`src/rtl/fetch_unit.sv`:
```
// Instruction fetch front end: credit-limited request issue, 2-entry {PC, inst} queue,
// redirect handling that discards stale in-flight responses.
module fetch_unit #(
    parameter int unsigned         DATA_LEN = 32,
    parameter logic [DATA_LEN-1:0] RESET_PC = 32'h0000_0000
) (
    input  logic                clk_i,
    input  logic                rst_i,
    input  logic                Stall_i,
    input  logic                Branch_i,
    input  logic [DATA_LEN-1:0] BranchPC_i,
    output logic                imem_req_o,
    output logic [DATA_LEN-1:0] imem_addr_o,
    input  logic                imem_ack_i,
    input  logic [DATA_LEN-1:0] imem_data_i,
    output logic [DATA_LEN-1:0] PC_o,
    output logic [DATA_LEN-1:0] inst_o,
    output logic                valid_o
);

    localparam logic [DATA_LEN-1:0] NOP_INST = DATA_LEN'(32'h0000_0033);

    logic [DATA_LEN-1:0] r_fetch_pc;
    logic [DATA_LEN-1:0] r_q_pc   [2];
    logic [DATA_LEN-1:0] r_q_inst [2];
    logic                r_q_head;
    logic [1:0]          r_q_count;
    logic [1:0]          r_outstanding;
    logic [1:0]          r_discard;

    logic                w_valid;
    logic                w_req;
    logic                w_ack;
    logic                w_push;
    logic                w_pop;
    logic                w_wr_idx;
    logic [2:0]          w_credit_used;
    logic [1:0]          w_out_after_ack;
    logic [DATA_LEN-1:0] w_ack_pc;
    logic [DATA_LEN-1:0] w_branch_pc;
    logic                w_unused_bpc_lsb;

    assign w_valid         = (r_q_count != 2'd0);
    assign w_credit_used   = {1'b0, r_q_count} + {1'b0, r_outstanding};
    assign w_req           = rst_i & ~Branch_i & (w_credit_used < 3'd2);
    assign w_ack           = imem_ack_i & (r_outstanding != 2'd0);
    assign w_push          = w_ack & ~Branch_i & (r_discard == 2'd0);
    assign w_pop           = w_valid & ~Stall_i & ~Branch_i;
    assign w_wr_idx        = r_q_head ^ r_q_count[0];
    assign w_out_after_ack = r_outstanding - {1'b0, w_ack};
    assign w_branch_pc     = {BranchPC_i[DATA_LEN-1:2], 2'b00};
    assign w_unused_bpc_lsb = ^BranchPC_i[1:0];

    // With no discards pending, every outstanding request is sequential and the
    // youngest was issued at fetch_pc-4, so the oldest sits outstanding*4 back.
    assign w_ack_pc = r_fetch_pc - DATA_LEN'({r_outstanding, 2'b00});

    always_ff @(posedge clk_i or negedge rst_i) begin
        if (!rst_i) begin
            r_fetch_pc    <= RESET_PC;
            r_q_head      <= 1'b0;
            r_q_count     <= 2'd0;
            r_outstanding <= 2'd0;
            r_discard     <= 2'd0;
            for (int i = 0; i < 2; i++) begin
                r_q_pc[i]   <= '0;
                r_q_inst[i] <= '0;
            end
        end else begin
            if (w_push) begin
                r_q_pc[w_wr_idx]   <= w_ack_pc;
                r_q_inst[w_wr_idx] <= imem_data_i;
            end
            if (Branch_i) begin
                r_q_count     <= 2'd0;
                r_outstanding <= w_out_after_ack;
                r_discard     <= w_out_after_ack;
                r_fetch_pc    <= w_branch_pc;
            end else begin
                r_q_count     <= r_q_count + {1'b0, w_push} - {1'b0, w_pop};
                r_outstanding <= w_out_after_ack + {1'b0, w_req};
                if (w_pop) begin
                    r_q_head <= ~r_q_head;
                end
                if (w_ack && (r_discard != 2'd0)) begin
                    r_discard <= r_discard - 2'd1;
                end
                if (w_req) begin
                    r_fetch_pc <= r_fetch_pc + DATA_LEN'(4);
                end
            end
        end
    end

    assign imem_req_o  = w_req;
    assign imem_addr_o = r_fetch_pc;
    assign valid_o     = w_valid;
    assign PC_o        = w_valid ? r_q_pc[r_q_head]   : r_fetch_pc;
    assign inst_o      = w_valid ? r_q_inst[r_q_head] : NOP_INST;

endmodule

```
`config.mk`:
```
export PLATFORM = sky130hd
export DESIGN_NAME = fetch_unit
export DESIGN_NICKNAME = d
export VERILOG_FILES = /design/src/rtl/fetch_unit.sv
export SDC_FILE = /design/constraint.sdc
export NUM_CORES = 1
export LEC_CHECK = 0
export CAP_MARGIN = 20
export CORE_MARGIN = 3
export CORE_UTILIZATION = 35
export CTS_CLUSTER_SIZE = 14
export DETAILED_ROUTE_END_ITERATION = 7
export SKIP_LAST_GASP = 1
export SYNTH_ARGS = -nofsm -noshare
export SYNTH_HDL_FRONTEND = slang
export SYNTH_SLANG_ARGS = --single-unit
export TNS_END_PERCENT = 30
```
`constraint.sdc`:
```
create_clock -name clk_i -period 3.5 [get_ports clk_i]
set_clock_uncertainty 0.2 [all_clocks]
set_input_delay 0.875 -clock clk_i [delete_from_list [all_inputs] [get_ports clk_i]]
set_output_delay 0.875 -clock clk_i [all_outputs]
set_load 0.01 [all_outputs]
```
Word-level counts from Yosys, hierarchy flattened. Index checks and enable logic that the tools add are counted.

Add/sub/neg operators: 8. $mul: 0. Divide/modulo/power cells: 0. Magnitude comparators: 4. Equal/unequal tests: 0. Shift-type cells: 0. Mux-type cells: 18. Bitwise logic cells: 13. Reduce and logical (&&, ||, !) cells: 9.

Operators with widths (count): $mux W32 (11); $bwmux W64 (2); $add A32 B3 Y32 const B (1); $demux W32 S1 (1); $sub A32 B4 Y32 (1); $reduce_bool A2 Y1 (5); $mux W2 (4); $and A1 B1 Y1 (7); $add A2 B1 Y2 (2); $ge A2 B2 Y1 const B (2); $not A1 Y2 (2); $sub A2 B1 Y2 (2); $add A2 B2 Y3 (1); $lt A3 B2 Y1 const B (1); $not A1 Y1 (3); $logic_and A1 B1 Y1 (2); $logic_not A2 Y1 (1); $lt A2 B1 Y1 const B (1); $reduce_and A2 Y1 (1); $sub A2 B1 Y2 const B (1); $xor A1 B1 Y1 (1).

Flip-flop bits (word level): 167. Bits in latches: 0. RAM bits: 0. ROM bits: 0. Output and inout port bits: 98. Logic and storage cells: 61. Memories kept: 0.

Longest topological paths before layout.
Word-level depth: 7. Gate-level depth with buffers: 9. Depth with buffers taken out: 9.

Worst setup path after synthesis. No wires, ideal clock.

Path kind: register -> output. From: reg r_q_count[0]. To: out imem_req_o. Arrival time: 1825 ps. Path slack: 600 ps. Cell stages (with the launch flop): 6. Cells stage by stage: dfrtp_1 -> and2_1 -> fa_1 -> nor3b_1 -> clkbuf_1 -> nor2b_1.

Word-level cells in the longest chain between the ends: 3.

Ends and longest elaborated chain: start, declared (line 27) `logic [1:0] r_q_count;`; start signal, assigned (line 80) `r_q_count <= r_q_count + {1'b0, w_push} - {1'b0, w_pop};`; $add A2 B2 Y3 (line 44) `assign w_credit_used = {1'b0, r_q_count} + {1'b0, r_outstanding};`; $lt A3 B2 Y1 (line 45) `assign w_req = rst_i & ~Branch_i & (w_credit_used < 3'd2);`; $and A1 B1 Y1 (line 45); end, declared (line 12) `output logic imem_req_o,`.

Every way passes these cells.

Final worst setup path.
From: reg r_q_head. To: out inst_o[14].

Word-level cells in the longest chain between the ends: 5.

Ends and longest elaborated chain: start, declared (line 26) `logic r_q_head;`; start signal, assigned (line 83) `r_q_head <= ~r_q_head;`; $not A1 Y2 (implied by the code) (line 99) `assign inst_o = w_valid ? r_q_inst[r_q_head] : NOP_INST;`; $mux W32 (implied by the code) (3 in a row) (line 99); $mux W32 (line 99); end, declared (line 17) `output logic [DATA_LEN-1:0] inst_o,`.

Every way passes these cells. The select of a mux whose other input is x is not followed.

==> metrics.txt <==
clk sink count 161; DIE WIDTH 162 um; Power Internal 4.98 mW; Antenna diodes 0; nets 1191; CTS Root Cell clkbuf_16; Synth warnings 0; clock latency on the worst-skew pair 0.43 ns; total power 7.65 mW; CP endpoint kind primary output; Die ar. 26100 um^2; CTS tree built; slew margin rel. 0.509; worst slack at placement 0.291 ns; sequential power share 0.398; Distinct cells, synth 43; sw power 2.67 mW; All-Layer GR Usage 0.180; RSZ-0062 raised after global routing no; final hold vios 0; Most used DFF post-synth dfrtp_1; max_cap viols 0; post-synth top area share 0.476; Vias/cell 4.80; Post-CTS Hold Buffers 0; EDFF count, synth 0; CP startpoint kind flip-flop; Seq/Total Area, Yosys 0.476; worst path bufs/invs 3; CTS Buf Count 17; Fin Setup TNS 0 ns; Final Worst Setup Slack 0.121 ns; DR WL/cell 15.9 um; CP max stage delay 0.61 ns; Setup-failing EPs final 0; via count 6932; die height 162 um; synthesized area per cell 8.61 um^2; #FFs+latches synth 161; core box area 23600 um^2; share of cells above drive strength 1 0.0711; CP required 2.42 ns; initial antenna violation count 0; antenna-violating nets left 0; CP max-delay cell dfrtp_4; cell type with the largest total area after synthesis dfrtp_1; maximum clock path buffer count 2; IO Count 167; crit path cell chain buf_12 > buf_4 > mux2i_1 > nor2_1 > clkdlybuf4s50_1; Synth area leaders dfrtp_1, nand2_1, mux2i_1, o21ai_0, xnor2_1; crit-path leading delay family buffers and inverters; Routed Wire Length 23.0 mm; drt drc 0; Comb pwr share 0.359; first-pass GRT wire length 37.2 mm; Resize count post-CTS 3; clk slew on worst S/H paths 0.06 ns; post-layout min period 3.38 ns; H-Tree Depth 4; max-slew violations 0; Row Count 56; clock power share 0.243; starting density of the core 0.359; most common cell after layout, fill and taps aside nand2_1; Post-CTS Setup Inserts 0; asr flop ratio synth 1.00; Sw Ratio 0.349; Crit path arrival time 2.30 ns; Port-buffer cells 160; crit path max fanout 29; P per Cell Area 695 nW/um^2; Worst-Margin Slew 0.736 ns; Area Overhead vs Synth 30.1%; Core Util, Final 0.466; cell count after synthesis 983; drt initial violations 409; vias in the first global route 6908; Crit Path Class reg2out; Peak Freq 0.296 GHz; Synth Cell Area 8470 um^2; Hold Path Class reg2reg; Placer Congestion 0.799; Leak 4.92 nW; largest net degree at the start of global routing 67; fin crit share 0.965; DP HPWL 15.8 mm; most frequent cells in the layout nand2_1, dfrtp_1, clkdlybuf4s50_1, o21ai_0, mux2i_1; peak supply drop 0.308 mV; drt first pass iters 4; grt ovf 0; status complete, no violations
state kept, by name (all words and copies together) (netlist names):
signal / count
r_q_pc: 60
r_q_head: 1
r_q_count: 2
r_q_inst: 64
imem_addr_o: 30
r_outstanding: 2
r_discard: 2
cells by family after synthesis:
group	count (synthesis)	share of synthesized area
other cells	1	0.000443
simple gates	464	0.237
flops	161	0.476
buf+inv	94	0.0491
fa+ha+maj	10	0.0166
xor+xnor	64	0.0662
compound gates	121	0.0740
mux	68	0.0811
power by group through the flow:
stage	combinational [mW]	clock, mW	sequential (mW)
3_5_place_dp	2.78	0	3.08
5_1_grt	3.09	2.00	3.14
2_1_floorplan	1.79	0	2.90
6_report	2.74	1.86	3.04
3_3_place_gp	2.74	0	3.05
4_1_cts	2.80	1.91	3.05
final cells by class:
cell class,instances,area (um^2)
fillers,2366,12600
multi-input cells,731,4060
flip-flops and latches,161,4030
repair buffers,185,1870
clock buffers,21,460
well taps,319,399
clock inverters,11,130
inverters,16,60.1
final timing paths:
path | startpoint | to | slack (ns) | cells past startpoint
worst max-delay path | r_q_head | inst_o[14] | 0.12 | 5
worst min-delay path | r_q_pc[63] | r_q_pc[63] | 0.27 | 2
worst max register to register | imem_addr_o[2] | r_q_pc[28] | 0.49 | 8
worst min register to register | r_q_pc[63] | r_q_pc[63] | 0.27 | 2
max in group asynchronous | rst_i | r_q_head | 1.43 | 3
min in group asynchronous | rst_i | r_q_pc[61] | 0.41 | 2
synthesized netlist by cell type, types with 4 or more instances:
cell / count
nand2_1: 328
dfrtp_1: 161
o21ai_0: 99
mux2i_1: 63
clkbuf_1: 58
nor2_1: 51
xnor2_1: 44
xor2_1: 20
inv_1: 16
nor3_1: 16
o21ai_1: 15
nand3_1: 12
nand4_1: 12
nor4_1: 12
buf_4: 8
ha_1: 8
buf_2: 6
mux2_2: 5
and3_1: 4
nor3b_1: 4
o21ai_2: 4
worst min-delay path: stages (launching register included):
cell and delay (ns):
dfrtp_1 0.34, nand2_1 0.06, o21ai_2 0.05
layer usage:
metal  vias to the layer above  part of all wire  track usage
met4                         0             0.023       0.0634
met5                         -                 0            0
met3                        32             0.033       0.0236
met2                       145              0.48        0.292
li1                       3465                 -            -
met1                      3290              0.46        0.248
metrics by stage:
step                      area (um^2)  instances  hold slack (ns)
after CTS                       11000       1444            0.277
final                           11000       1444            0.273
after global placement          10400       1412            0.257
after floorplan                  8480        986            0.245
after global routing            11000       1444            0.292
after detailed placement        10400       1412            0.261
No activity file was read; power rests on OpenSTA's default activity.
